<file path="src/rtl/sdram_egress_sequencer_pkg.sv">
// sdram_egress_sequencer_pkg: wishbone word field layout, FSM states and burst length decode
package sdram_egress_sequencer_pkg;
    localparam int ADR_LSB = 6;
    localparam int WE_BIT  = 5;
    localparam int BTE_LSB = 3;
    localparam int CTI_LSB = 0;
    localparam int DAT_LSB = 4;

    localparam logic [2:0] CTI_CLASSIC = 3'b000;
    localparam logic [2:0] CTI_INCR    = 3'b010;
    localparam logic [2:0] CTI_EOB     = 3'b111;

    localparam logic [1:0] BTE_LINEAR = 2'b00;
    localparam logic [1:0] BTE_WRAP4  = 2'b01;
    localparam logic [1:0] BTE_WRAP8  = 2'b10;
    localparam logic [1:0] BTE_WRAP16 = 2'b11;

    typedef enum logic [2:0] {
        S_IDLE, S_POPA, S_DEC, S_CMD, S_WPOP, S_WDAT, S_WDLY, S_RDAT
    } state_t;

    // Linear increment bursts are re-addressed per beat by the front end, so only wraps expand.
    function automatic logic [4:0] len_decode(input logic [2:0] cti, input logic [1:0] bte);
        logic [4:0] len;
        len = 5'd1;
        if (cti == CTI_INCR)
            len = (bte == BTE_WRAP4)  ? 5'd4  :
                  (bte == BTE_WRAP8)  ? 5'd8  :
                  (bte == BTE_WRAP16) ? 5'd16 :
                  (bte == BTE_LINEAR) ? 5'd1  : 5'd1;
        if (cti == CTI_CLASSIC || cti == CTI_EOB)
            len = 5'd1;
        return len;
    endfunction
endpackage

</file>
<file path="src/rtl/sdram_egress_sequencer_if.sv">
// sdram_egress_sequencer_if: FIFO-pair, SDRAM command core and status signals of the sequencer.
interface sdram_egress_sequencer_if #(
    parameter int nr_of_wb_ports = 3,
    parameter int adr_size       = 30
);
    logic [35:0]               sdram_dat_o;
    logic [0:nr_of_wb_ports-1] sdram_fifo_empty;
    logic                      sdram_fifo_rd_adr;
    logic                      sdram_fifo_rd_data;
    logic [0:nr_of_wb_ports-1] sdram_fifo_re;
    logic                      cmd_valid;
    logic                      cmd_ready;
    logic                      cmd_we;
    logic [adr_size-1:0]       cmd_adr;
    logic [4:0]                cmd_len;
    logic [31:0]               wr_dat;
    logic [3:0]                wr_sel;
    logic                      wr_valid;
    logic                      wr_ready;
    logic [31:0]               rd_dat;
    logic                      rd_valid;
    logic [31:0]               sdram_dat_i;
    logic                      sdram_fifo_wr;
    logic [0:nr_of_wb_ports-1] sdram_fifo_we;
    logic                      sdram_burst_reading;
    logic                      busy;

    modport master (
        input  sdram_dat_o, sdram_fifo_empty, cmd_ready, wr_ready, rd_dat, rd_valid,
        output sdram_fifo_rd_adr, sdram_fifo_rd_data, sdram_fifo_re, cmd_valid, cmd_we,
               cmd_adr, cmd_len, wr_dat, wr_sel, wr_valid, sdram_dat_i, sdram_fifo_wr,
               sdram_fifo_we, sdram_burst_reading, busy
    );
    modport slave (
        output sdram_dat_o, sdram_fifo_empty, cmd_ready, wr_ready, rd_dat, rd_valid,
        input  sdram_fifo_rd_adr, sdram_fifo_rd_data, sdram_fifo_re, cmd_valid, cmd_we,
               cmd_adr, cmd_len, wr_dat, wr_sel, wr_valid, sdram_dat_i, sdram_fifo_wr,
               sdram_fifo_we, sdram_burst_reading, busy
    );
endinterface

</file>
<file path="src/rtl/sdram_egress_sequencer_rr_arbiter.sv">
// sdram_egress_sequencer_rr_arbiter: N-way round-robin, first requester after the last served one wins.
module sdram_egress_sequencer_rr_arbiter #(
    parameter int N  = 3,
    parameter int PW = 2
) (
    input  logic          clk,
    input  logic          rst,
    input  logic [0:N-1]  i_req,
    input  logic          i_upd,
    input  logic [PW-1:0] i_upd_idx,
    output logic          o_any,
    output logic [PW-1:0] o_idx,
    output logic [0:N-1]  o_gnt
);
    logic [PW-1:0] r_last;
    logic [PW-1:0] w_j;

    always_ff @(posedge clk or posedge rst)
        if (rst)
            r_last <= PW'(N - 1);
        else if (i_upd)
            r_last <= i_upd_idx;

    // Scan from farthest to nearest so the nearest requester overwrites the result last.
    always_comb begin
        o_any = 1'b0;
        o_idx = '0;
        o_gnt = '0;
        w_j   = '0;
        for (int k = N; k >= 1; k--) begin
            w_j = PW'((int'(r_last) + k) % N);
            if (i_req[w_j]) begin
                o_any = 1'b1;
                o_idx = w_j;
            end
        end
        o_gnt[o_idx] = o_any;
    end
endmodule

</file>
<file path="src/rtl/sdram_egress_sequencer.sv">
// sdram_egress_sequencer: drains per-port egress queues into SDRAM commands and write beats,
// and steers read beats back into the owning port's ingress queue.
module sdram_egress_sequencer
    import sdram_egress_sequencer_pkg::*;
#(
    parameter int nr_of_wb_ports = 3,
    parameter int adr_size       = 30
) (
    input logic                      sdram_clk,
    input logic                      sdram_rst,
    sdram_egress_sequencer_if.master bus
);
    localparam int N  = nr_of_wb_ports;
    localparam int PW = (N > 1) ? $clog2(N) : 1;

    state_t              r_state, w_next;
    logic [PW-1:0]       r_port, w_gnt_idx;
    logic [0:N-1]        w_gnt, w_sel;
    logic [adr_size-1:0] r_adr;
    logic                r_we;
    logic [4:0]          r_len, r_cnt;
    logic                w_any, w_q_avail, w_last_beat, w_wr_hs, w_rd_hs, w_wpop;

    sdram_egress_sequencer_rr_arbiter #(.N(N), .PW(PW)) u_arb (
        .clk       (sdram_clk),
        .rst       (sdram_rst),
        .i_req     (~bus.sdram_fifo_empty),
        .i_upd     ((w_wr_hs || w_rd_hs) && w_last_beat),
        .i_upd_idx (r_port),
        .o_any     (w_any),
        .o_idx     (w_gnt_idx),
        .o_gnt     (w_gnt)
    );

    assign w_q_avail   = !bus.sdram_fifo_empty[r_port];
    assign w_wr_hs     = r_state == S_WDAT && bus.wr_ready;
    assign w_rd_hs     = r_state == S_RDAT && bus.rd_valid;
    assign w_last_beat = r_cnt == 5'd1;
    assign w_wpop      = w_q_avail && (r_state == S_WPOP || (w_wr_hs && !w_last_beat));

    always_comb begin
        w_sel         = '0;
        w_sel[r_port] = 1'b1;
    end

    assign bus.sdram_fifo_rd_adr   = r_state == S_IDLE && w_any && !sdram_rst;
    assign bus.sdram_fifo_rd_data  = w_wpop;
    assign bus.sdram_fifo_re       = bus.sdram_fifo_rd_adr ? w_gnt : w_wpop ? w_sel : '0;
    assign bus.cmd_valid           = r_state == S_CMD;
    assign bus.cmd_we              = r_we;
    assign bus.cmd_adr             = r_adr;
    assign bus.cmd_len             = r_len;
    assign bus.wr_valid            = r_state == S_WDAT;
    assign bus.wr_dat              = bus.wr_valid ? bus.sdram_dat_o[35:DAT_LSB] : '0;
    assign bus.wr_sel              = bus.wr_valid ? bus.sdram_dat_o[DAT_LSB-1:0] : '0;
    assign bus.sdram_fifo_wr       = w_rd_hs;
    assign bus.sdram_dat_i         = w_rd_hs ? bus.rd_dat : '0;
    assign bus.sdram_fifo_we       = w_rd_hs ? w_sel : '0;
    assign bus.sdram_burst_reading = r_state == S_RDAT;
    assign bus.busy                = r_state != S_IDLE;

    always_comb begin
        w_next = r_state;
        case (r_state)
            S_IDLE:  w_next = w_any ? S_POPA : S_IDLE;
            S_POPA:  w_next = S_DEC;
            S_DEC:   w_next = S_CMD;
            S_CMD:   w_next = !bus.cmd_ready ? S_CMD : r_we ? S_WPOP : S_RDAT;
            S_WPOP:  w_next = w_q_avail ? S_WDAT : S_WPOP;
            S_WDAT:  w_next = !bus.wr_ready ? S_WDAT : w_last_beat ? S_IDLE : w_q_avail ? S_WDLY : S_WPOP;
            S_WDLY:  w_next = S_WDAT;
            S_RDAT:  w_next = (bus.rd_valid && w_last_beat) ? S_IDLE : S_RDAT;
            default: w_next = S_IDLE;
        endcase
    end

    always_ff @(posedge sdram_clk or posedge sdram_rst)
        if (sdram_rst) begin
            r_state <= S_IDLE;
            r_port  <= '0;
            r_adr   <= '0;
            r_we    <= 1'b0;
            r_len   <= '0;
            r_cnt   <= '0;
        end else begin
            r_state <= w_next;
            if (bus.sdram_fifo_rd_adr)
                r_port <= w_gnt_idx;
            if (r_state == S_DEC) begin
                r_adr <= bus.sdram_dat_o[ADR_LSB +: adr_size];
                r_we  <= bus.sdram_dat_o[WE_BIT];
                r_len <= len_decode(bus.sdram_dat_o[CTI_LSB +: 3], bus.sdram_dat_o[BTE_LSB +: 2]);
                r_cnt <= len_decode(bus.sdram_dat_o[CTI_LSB +: 3], bus.sdram_dat_o[BTE_LSB +: 2]);
            end else if (w_wr_hs || w_rd_hs)
                r_cnt <= r_cnt - 5'd1;
        end
endmodule

</file>
<file path="src/flat_wrapper.sv">
// flat-port wrapper written by rule: the top's interface ports become plain ports
module sdram_egress_sequencer_flat import sdram_egress_sequencer_pkg::*;
#(
    parameter int nr_of_wb_ports = 3,
    parameter int adr_size       = 30
)
  (sdram_clk, sdram_rst, bus_sdram_dat_o, bus_sdram_fifo_empty, bus_cmd_ready, bus_wr_ready, bus_rd_dat, bus_rd_valid, bus_sdram_fifo_rd_adr, bus_sdram_fifo_rd_data, bus_sdram_fifo_re, bus_cmd_valid, bus_cmd_we, bus_cmd_adr, bus_cmd_len, bus_wr_dat, bus_wr_sel, bus_wr_valid, bus_sdram_dat_i, bus_sdram_fifo_wr, bus_sdram_fifo_we, bus_sdram_burst_reading, bus_busy);
  sdram_egress_sequencer_if #(.nr_of_wb_ports(nr_of_wb_ports), .adr_size(adr_size)) bus_i ();
  input logic sdram_clk;
  input logic sdram_rst;
  input wire logic [$bits(bus_i.sdram_dat_o)-1:0] bus_sdram_dat_o;
  input wire logic [$bits(bus_i.sdram_fifo_empty)-1:0] bus_sdram_fifo_empty;
  input wire logic [$bits(bus_i.cmd_ready)-1:0] bus_cmd_ready;
  input wire logic [$bits(bus_i.wr_ready)-1:0] bus_wr_ready;
  input wire logic [$bits(bus_i.rd_dat)-1:0] bus_rd_dat;
  input wire logic [$bits(bus_i.rd_valid)-1:0] bus_rd_valid;
  output wire logic [$bits(bus_i.sdram_fifo_rd_adr)-1:0] bus_sdram_fifo_rd_adr;
  output wire logic [$bits(bus_i.sdram_fifo_rd_data)-1:0] bus_sdram_fifo_rd_data;
  output wire logic [$bits(bus_i.sdram_fifo_re)-1:0] bus_sdram_fifo_re;
  output wire logic [$bits(bus_i.cmd_valid)-1:0] bus_cmd_valid;
  output wire logic [$bits(bus_i.cmd_we)-1:0] bus_cmd_we;
  output wire logic [$bits(bus_i.cmd_adr)-1:0] bus_cmd_adr;
  output wire logic [$bits(bus_i.cmd_len)-1:0] bus_cmd_len;
  output wire logic [$bits(bus_i.wr_dat)-1:0] bus_wr_dat;
  output wire logic [$bits(bus_i.wr_sel)-1:0] bus_wr_sel;
  output wire logic [$bits(bus_i.wr_valid)-1:0] bus_wr_valid;
  output wire logic [$bits(bus_i.sdram_dat_i)-1:0] bus_sdram_dat_i;
  output wire logic [$bits(bus_i.sdram_fifo_wr)-1:0] bus_sdram_fifo_wr;
  output wire logic [$bits(bus_i.sdram_fifo_we)-1:0] bus_sdram_fifo_we;
  output wire logic [$bits(bus_i.sdram_burst_reading)-1:0] bus_sdram_burst_reading;
  output wire logic [$bits(bus_i.busy)-1:0] bus_busy;
  assign bus_i.sdram_dat_o = bus_sdram_dat_o;
  assign bus_i.sdram_fifo_empty = bus_sdram_fifo_empty;
  assign bus_i.cmd_ready = bus_cmd_ready;
  assign bus_i.wr_ready = bus_wr_ready;
  assign bus_i.rd_dat = bus_rd_dat;
  assign bus_i.rd_valid = bus_rd_valid;
  assign bus_sdram_fifo_rd_adr = bus_i.sdram_fifo_rd_adr;
  assign bus_sdram_fifo_rd_data = bus_i.sdram_fifo_rd_data;
  assign bus_sdram_fifo_re = bus_i.sdram_fifo_re;
  assign bus_cmd_valid = bus_i.cmd_valid;
  assign bus_cmd_we = bus_i.cmd_we;
  assign bus_cmd_adr = bus_i.cmd_adr;
  assign bus_cmd_len = bus_i.cmd_len;
  assign bus_wr_dat = bus_i.wr_dat;
  assign bus_wr_sel = bus_i.wr_sel;
  assign bus_wr_valid = bus_i.wr_valid;
  assign bus_sdram_dat_i = bus_i.sdram_dat_i;
  assign bus_sdram_fifo_wr = bus_i.sdram_fifo_wr;
  assign bus_sdram_fifo_we = bus_i.sdram_fifo_we;
  assign bus_sdram_burst_reading = bus_i.sdram_burst_reading;
  assign bus_busy = bus_i.busy;
  sdram_egress_sequencer #(.nr_of_wb_ports(nr_of_wb_ports), .adr_size(adr_size)) u_core (.sdram_clk(sdram_clk), .sdram_rst(sdram_rst), .bus(bus_i));
endmodule
</file>
<file path="config.mk">
export PLATFORM = sky130hd
export DESIGN_NAME = sdram_egress_sequencer_flat
export DESIGN_NICKNAME = d
export VERILOG_FILES = /design/src/rtl/sdram_egress_sequencer_pkg.sv /design/src/rtl/sdram_egress_sequencer_if.sv /design/src/rtl/sdram_egress_sequencer_rr_arbiter.sv /design/src/rtl/sdram_egress_sequencer.sv /design/src/flat_wrapper.sv
export SDC_FILE = /design/constraint.sdc
export NUM_CORES = 1
export LEC_CHECK = 0
export ABC_AREA = 1
export ABC_CLOCK_PERIOD_IN_PS = 1800
export BUFFER_PORTS_ARGS = -buffer_cell sky130_fd_sc_hd__buf_2
export CORE_MARGIN = 3
export CORE_UTILIZATION = 40
export DETAILED_ROUTE_END_ITERATION = 8
export GPL_ROUTABILITY_DRIVEN = 0
export HOLD_SLACK_MARGIN = 0.08
export PLACE_DENSITY = 0.79
export SLEW_MARGIN = 10
export SYNTH_ARGS = -nofsm -noshare
export SYNTH_HDL_FRONTEND = slang
export SYNTH_HIERARCHICAL = 1
export SYNTH_SLANG_ARGS = --single-unit
</file>
<file path="constraint.sdc">
create_clock -name sdram_clk -period 1.8 [get_ports sdram_clk]
set_input_delay 0.09 -clock sdram_clk [delete_from_list [all_inputs] [get_ports sdram_clk]]
set_output_delay 0.09 -clock sdram_clk [all_outputs]
set_load 0.1 [all_outputs]
</file>
==> run_results.csv, run 1 <==
group,metric,value,unit
clocking,root_buffer,"clkbuf_8",
finish,regArea,0.00118,mm2
finish,finish.utilization,85.6,%
timing,rsz0062_at_grt,"yes",
timing,max-slew-margin-rel,64.7,%
global_route,grt_pass1_vias,4018,
worst_setup_path,startpoint_type,"register",
worst_setup_path,max_stage_delay,620,ps
yosys,yosysWarnings,6,
worst_setup_path,worst-path-max-fanout,3,
placed_design,dpl.hpwl,9660,um
hold_path,hold_class,"in -> reg",
worst_setup_path,crit_path_end_kind,"primary output",
yosys,synth-edff-count,0,
drt,drt_wl_total,13700,um
timing,fin_crit,2450,ps
yosys,synthTopCellsByCount,"inv_1 (103), nand2_1 (92), nor2_1 (56)",
job,drv_cap,0,
drt,antenna_left,0,
worst_setup_path,critPathKind,"reg -> out",
die,initial_core_util,42.5,%
placed_design,numPortBuffers,191,
status,status,"finished with violations",
clocking,numCtsBuffers,5,
finish,final_nets,751,
drt,wl_per_cell,17.8,um
yosys,synth.most_common_cell,"inv_1",
clocking,clock_latency,290,ps
finish,drive_gt1_share,56.1,%
yosys,syn_area,0.00318,mm2
yosys,ys_types,27,
drt,vias_per_cell,5.02,
clocking,cts_tree,"built",
die,dieArea,0.00906,mm2
global_route,grt_remaining_overflow,0,
yosys,netlist.top_cell.by_area,"dfrtp_1",
yosys,synth-seq-area-share,37.0,%
global_route,grt.total_usage,26.5,%
yosys,yosysTopAreaCellShare,36.2,%
finish,area_growth,101,%
clocking,cts_num_sinks,47,
die,pin_count,193,
worst_setup_path,path_cells,"ha_4 > buf_4 > nand2_1 > nand3_4 > buf_4 > nand3_1 > nand3_4 > nand3_2 > nor2_4 > nand2_4 > nand2_8 > buf_12",
yosys,synth_area_leaders,"dfrtp_1 (36%), inv_1 (12%), nand2_1 (11%), nor2_4 (8.1%), nor2_1 (6.6%)",
drt,drt_iter0_markers,314,
clocking,clk_pin_slew,90,ps
global_route,antenna_found_initial,1,
timing,setup_slack,-651,ps
clocking,cts_htree_levels,2,
yosys,avgSynthCellArea,7.11,um2
yosys,synth_nets,530,
die,rows,31,
drt,drc,0,
clocking,cts_buffer_depth,2,
global_route,grt_pass1_wl,18800,um
drt,vias,3863,
yosys,async_flop_share,100,%
status,violations,"negative setup slack",
worst_setup_path,cp.arrival,2360,ps
yosys,ys_seq_elements,47,
die,fp.dieH,95.2,um
timing,hold_viol,0,
timing,tightest_slew,533,ps
yosys,synthCells,448,
timing,fin_skew,7.57,ps
die,die_w,95.2,um
drt,drt_first_pass_iters,5,
timing,finalMaxSlewViolations,0,
timing,max_freq,408,MHz
timing,fin_crit_sh,136,%
yosys,ys.flop_type,"dfrtp_1",
finish,multi_input_area,0.00207,mm2
worst_setup_path,rr_worst_depth,13,
timing,setup_violations,14,
hold_path,hold_depth,3,
placed_design,dp_slack,-175,ps
die,fp.coreArea,0.00749,mm2
finish,fill_cells,367,
worst_setup_path,critPathRequiredTime,1710,ps
global_route,grt_max_degree,41,
timing,holdWs,85.9,ps
worst_setup_path,cp_slowest_cell,"dfstp_2",
-- worst max-delay path: cells and delay by family, from the launching register on --
family        cells  cell delay [ps]
flops             1              620
buf+inv           3              400
fa+ha+maj         1              180
simple gates      8              860
-- metrics by stage --
step                TNS [ps]  cells  cell area (um2)
finish                 -3650    770             6410
global route           -4970    770             6410
CTS                    -1910    752             6130
detailed placement      -822    740             5910
global placement        -176    740             5910
floorplan             -11160    448             3600
-- path summary, 6_finish.rpt --
kind / start / to / slack [ps]
worst max-delay path: u_core/u_arb/r_last[1]$_DFFE_PP1P_ / bus_sdram_fifo_re[2] / -650
worst min-delay path: bus_sdram_dat_o[7] / u_core/bus.cmd_adr[1]$_DFFE_PP0P_ / 90
worst max register to register: u_core/u_arb/r_last[1]$_DFFE_PP1P_ / u_core/r_port[1]$_DFFE_PP0P_ / -340
worst min register to register: u_core/bus.cmd_adr[1]$_DFFE_PP0P_ / u_core/bus.cmd_adr[1]$_DFFE_PP0P_ / 490
max in group asynchronous: sdram_rst / u_core/r_state[1]$_DFF_PP0_ / 890
min in group asynchronous: sdram_rst / u_core/u_arb/r_last[0]$_DFFE_PP0P_ / 260
-- per-layer routing --
metal | vias up | global-route usage [%] | part of all wire, %
met4 | 0 | 14.4 | 6.5
met2 | 241 | 48.4 | 51
met3 | 67 | 8.60 | 10
met5 | - | 0 | 0
met1 | 1784 | 26.2 | 32
li1 | 1771 | - | -
-- logic make-up after synthesis --
group / Yosys count / synth area share (%)
other: 1 / 0.118
adder cells (fa/ha/maj): 6 / 2.36
AO/OA/AOI/OAI: 49 / 7.98
AND/OR/NAND/NOR: 222 / 35.5
buffers and inverters: 123 / 17.0
flip-flops: 47 / 37.0
-- layout make-up --
type / instances / area share (%)
Inverter: 107 / 6.54
Antenna cell: 1 / 0.0391
Clock buffer: 8 / 1.56
Tap cell: 99 / 1.93
Timing Repair Buffer: 230 / 39.1
Sequential cell: 47 / 18.5
Multi-Input combinational cell: 278 / 32.4
-- sequential cells by signal, indices dropped and copies added, names as in the netlist --
signal / cells
u_core/bus.cmd_adr: 30
u_core/r_cnt: 5
u_core/bus.cmd_len: 4
u_core/r_state: 3
u_core/r_port: 2
u_core/u_arb/r_last: 2
u_core/bus.cmd_we: 1
-- cells in the final DEF (no fill, tap or decap), drive strengths merged, types with 2 or more instances in the layout --
master	count
nor3	2
buf	229
nand3	27
o22ai	2
nand3b	3
o21ai	46
nor2	92
dfrtp	46
inv	106
clkbuf	8
nand2	97
ha	6
-- timing repair --
item	in CTS	in global routing
endpoints found under the setup margin	31	32
gates resized for setup	25	41
buffers inserted	3	17
hold buffers	1	0
pin swaps	11	16
hold endpoints to repair	21	0
Power of run 1 is not shown: default switching activity piles up to over one toggle a cycle in this logic, so the estimate is an artifact.
==> inputs of run 2 (changes only) <==
--- a/config.mk
+++ b/config.mk
@@ -8,12 +8,13 @@
 export ABC_AREA = 1
 export ABC_CLOCK_PERIOD_IN_PS = 1800
 export BUFFER_PORTS_ARGS = -buffer_cell sky130_fd_sc_hd__buf_2
+export CORE_ASPECT_RATIO = 1.4
 export CORE_MARGIN = 3
-export CORE_UTILIZATION = 40
+export CORE_UTILIZATION = 35
 export DETAILED_ROUTE_END_ITERATION = 8
 export GPL_ROUTABILITY_DRIVEN = 0
 export HOLD_SLACK_MARGIN = 0.08
-export PLACE_DENSITY = 0.79
+export PLACE_DENSITY = 0.71
 export SLEW_MARGIN = 10
 export SYNTH_ARGS = -nofsm -noshare
 export SYNTH_HDL_FRONTEND = slang
==> run 2 against run 1 <==
The run still ends with negative setup slack left. Clock skew fell by 3.4 ps. Register-to-register slack improved by 240 ps. Non-clock buffer count rose by 1. Global-route usage fell by 4.7 points. Worst hold slack barely moved. Critical path depth fell by 1. Worst setup slack improved by 110 ps. Die area rose by 14%. Cell count rose by 0.91%. Cell area barely moved. Critical path type unchanged. Critical endpoint is now bus_sdram_fifo_re[0]. Highest routed layer unchanged.
==> run_results.csv, run 2 (same netlist as run 1, synthesis figures left out) <==
group,metric,value,unit
placed_design,dpl.hpwl,8850,um
worst_setup_path,path_cells,"ha_4 > inv_4 > nand2_4 > nand2_2 > nand2_2 > nand2_4 > buf_6 > o21ai_0 > nand2_2 > nand2_8 > buf_12",
clocking,cts_tree,"built",
clocking,root_buffer,"clkbuf_16",
die,dieArea,0.0103,mm2
clocking,cts_htree_levels,2,
placed_design,placedCellCount,744,
global_route,grt_remaining_overflow,0,
finish,fill_cells,619,
timing,setup_slack,-539,ps
clocking,clock_latency,280,ps
finish,final_nets,753,
finish,area_growth,101,%
worst_setup_path,crit_path_end_kind,"primary output",
die,fp.dieH,119,um
drt,drc,0,
worst_setup_path,max_stage_delay,600,ps
worst_setup_path,rr_worst_depth,11,
timing,finalMaxSlewViolations,0,
drt,vias_per_cell,4.71,
global_route,antenna_found_initial,0,
worst_setup_path,worst-path-max-fanout,5,
clocking,numCtsBuffers,5,
drt,wl_met3,1310,um
status,status,"finished with violations",
timing,fin_crit,2340,ps
finish,regArea,0.00118,mm2
worst_setup_path,critPathKind,"reg -> out",
global_route,grt.total_usage,21.8,%
timing,fin_crit_sh,130,%
timing,rsz0062_at_grt,"yes",
finish,largest_reg_flops,30,
finish,instances_no_fill,777,
worst_setup_path,crit_family,"flip-flops",
finish,antenna_cells,0,
worst_setup_path,startpoint_type,"register",
worst_setup_path,critPathRequiredTime,1710,ps
drt,drt_first_pass_iters,4,
hold_path,hold_class,"in -> reg",
timing,tightest_slew,536,ps
job,drv_cap,0,
timing,max-slew-margin-rel,64.2,%
global_route,grt_max_degree,56,
drt,drt_iter0_markers,96,
drt,wl_met1,3930,um
drt,routed.top_layer,"met4",
timing,holdWs,86.2,ps
die,initial_core_util,36.6,%
placed_design,numPortBuffers,191,
worst_setup_path,cp.arrival,2250,ps
global_route,grt_pass1_vias,3818,
finish,multi_input_area,0.00201,mm2
drt,vias,3661,
die,fp.coreArea,0.00871,mm2
finish,final_common_cell,"buf_2",
drt,drt_wl_total,11400,um
status,violations,"negative setup slack",
die,rows,40,
worst_setup_path,crit_buf_inv,3,
worst_setup_path,cp.depth,11,
clocking,cts_buffer_depth,2,
clocking,clk_pin_slew,60,ps
drt,antenna_left,0,
hold_path,hold_depth,3,
timing,setup_violations,6,
clocking,cts_num_sinks,47,
timing,max_freq,428,MHz
global_route,grt_pass1_wl,18100,um
die,pin_count,193,
timing,fin_skew,4.14,ps
worst_setup_path,worst_path_most_repeated_cell,"nand2_2",
finish,final_cell_mix,"buf_2 (114), inv_1 (96), buf_12 (80)",
drt,wl_per_cell,14.7,um
timing,hold_viol,0,
drt,met2_length,5980,um
finish,drive_gt1_share,55.2,%
die,die_w,86.6,um
worst_setup_path,cp_slowest_cell,"dfstp_2",
## run 2: cell count changes in the layout (fill, tap and decap cells not counted), moves of 3 or more
cell / before / now
nand2_4: 7 / 3
clkbuf_16: 0 / 5
nand2_1: 72 / 75
clkbuf_8: 7 / 0
buf_4: 27 / 32
buf_12: 83 / 80
## run 2: through the flow
| step | area [um2] | utilization, % | setup WS [ps] | TNS [ps] |
|---|---|---|---|---|
| 2_1_floorplan | 3600 | - | -475 | -11160 |
| 3_3_place_gp | 5870 | 67.4 | -67.2 | -194 |
| 3_5_place_dp | 5870 | 67.4 | -169 | -799 |
| 4_1_cts | 6180 | 71.0 | -417 | -1650 |
| 5_1_grt | 6410 | 73.6 | -622 | -2870 |
| 6_report | 6410 | 73.6 | -539 | -2120 |
## run 2: routing by layer
layer	track usage, %	up-vias
li1	-	1769
met1	23.5	1676
met2	39.1	198
met3	7.96	18
met4	6.14	0
met5	0	-
## run 2: cell type report
cell class | count | share of cell area [%]
multi-input combinational | 278 | 31.4
timing repair inverter | 1 | 0.137
clock inverter | 2 | 0.938
clock buffer | 6 | 2.01
inverter | 107 | 6.50
sequential | 47 | 18.5
tap | 105 | 2.05
timing repair buffer | 231 | 38.5
## run 2: worst paths after layout
check	startpoint	endpoint	slack [ps]
min in group asynchronous	sdram_rst	u_core/u_arb/r_last[0]$_DFFE_PP0P_	270
worst min register to register	u_core/bus.cmd_len[3]$_DFFE_PP0P_	u_core/bus.cmd_len[3]$_DFFE_PP0P_	480
worst max register to register	u_core/u_arb/r_last[1]$_DFFE_PP1P_	u_core/r_port[1]$_DFFE_PP0P_	-100
worst max-delay path	u_core/u_arb/r_last[1]$_DFFE_PP1P_	bus_sdram_fifo_re[0]	-540
worst min-delay path	bus_sdram_dat_o[7]	u_core/bus.cmd_adr[1]$_DFFE_PP0P_	90
max in group asynchronous	sdram_rst	u_core/r_port[0]$_DFFE_PP0P_	760
## run 2: what timing repair did
action | CTS | global route
cloned | 0 | 1
hold buffers | 1 | 0
pin swaps | 2 | 13
gates resized for setup | 29 | 19
setup buffers | 3 | 20
setup endpoints to repair | 34 | 35
hold endpoints to repair | 6 | 0
## run 2: worst reg2reg max path, cell delays in order, from the launching register on
cell     delay, ps
dfstp_2        600
ha_4           250
inv_4           90
nand3_4        100
nand2_4         90
inv_2           50
nand3_4         70
nand3_4         90
nor2_4         200
buf_4          140
nand2_2         50
o21ai_1         90
Power of run 2 is left out for the same reason.
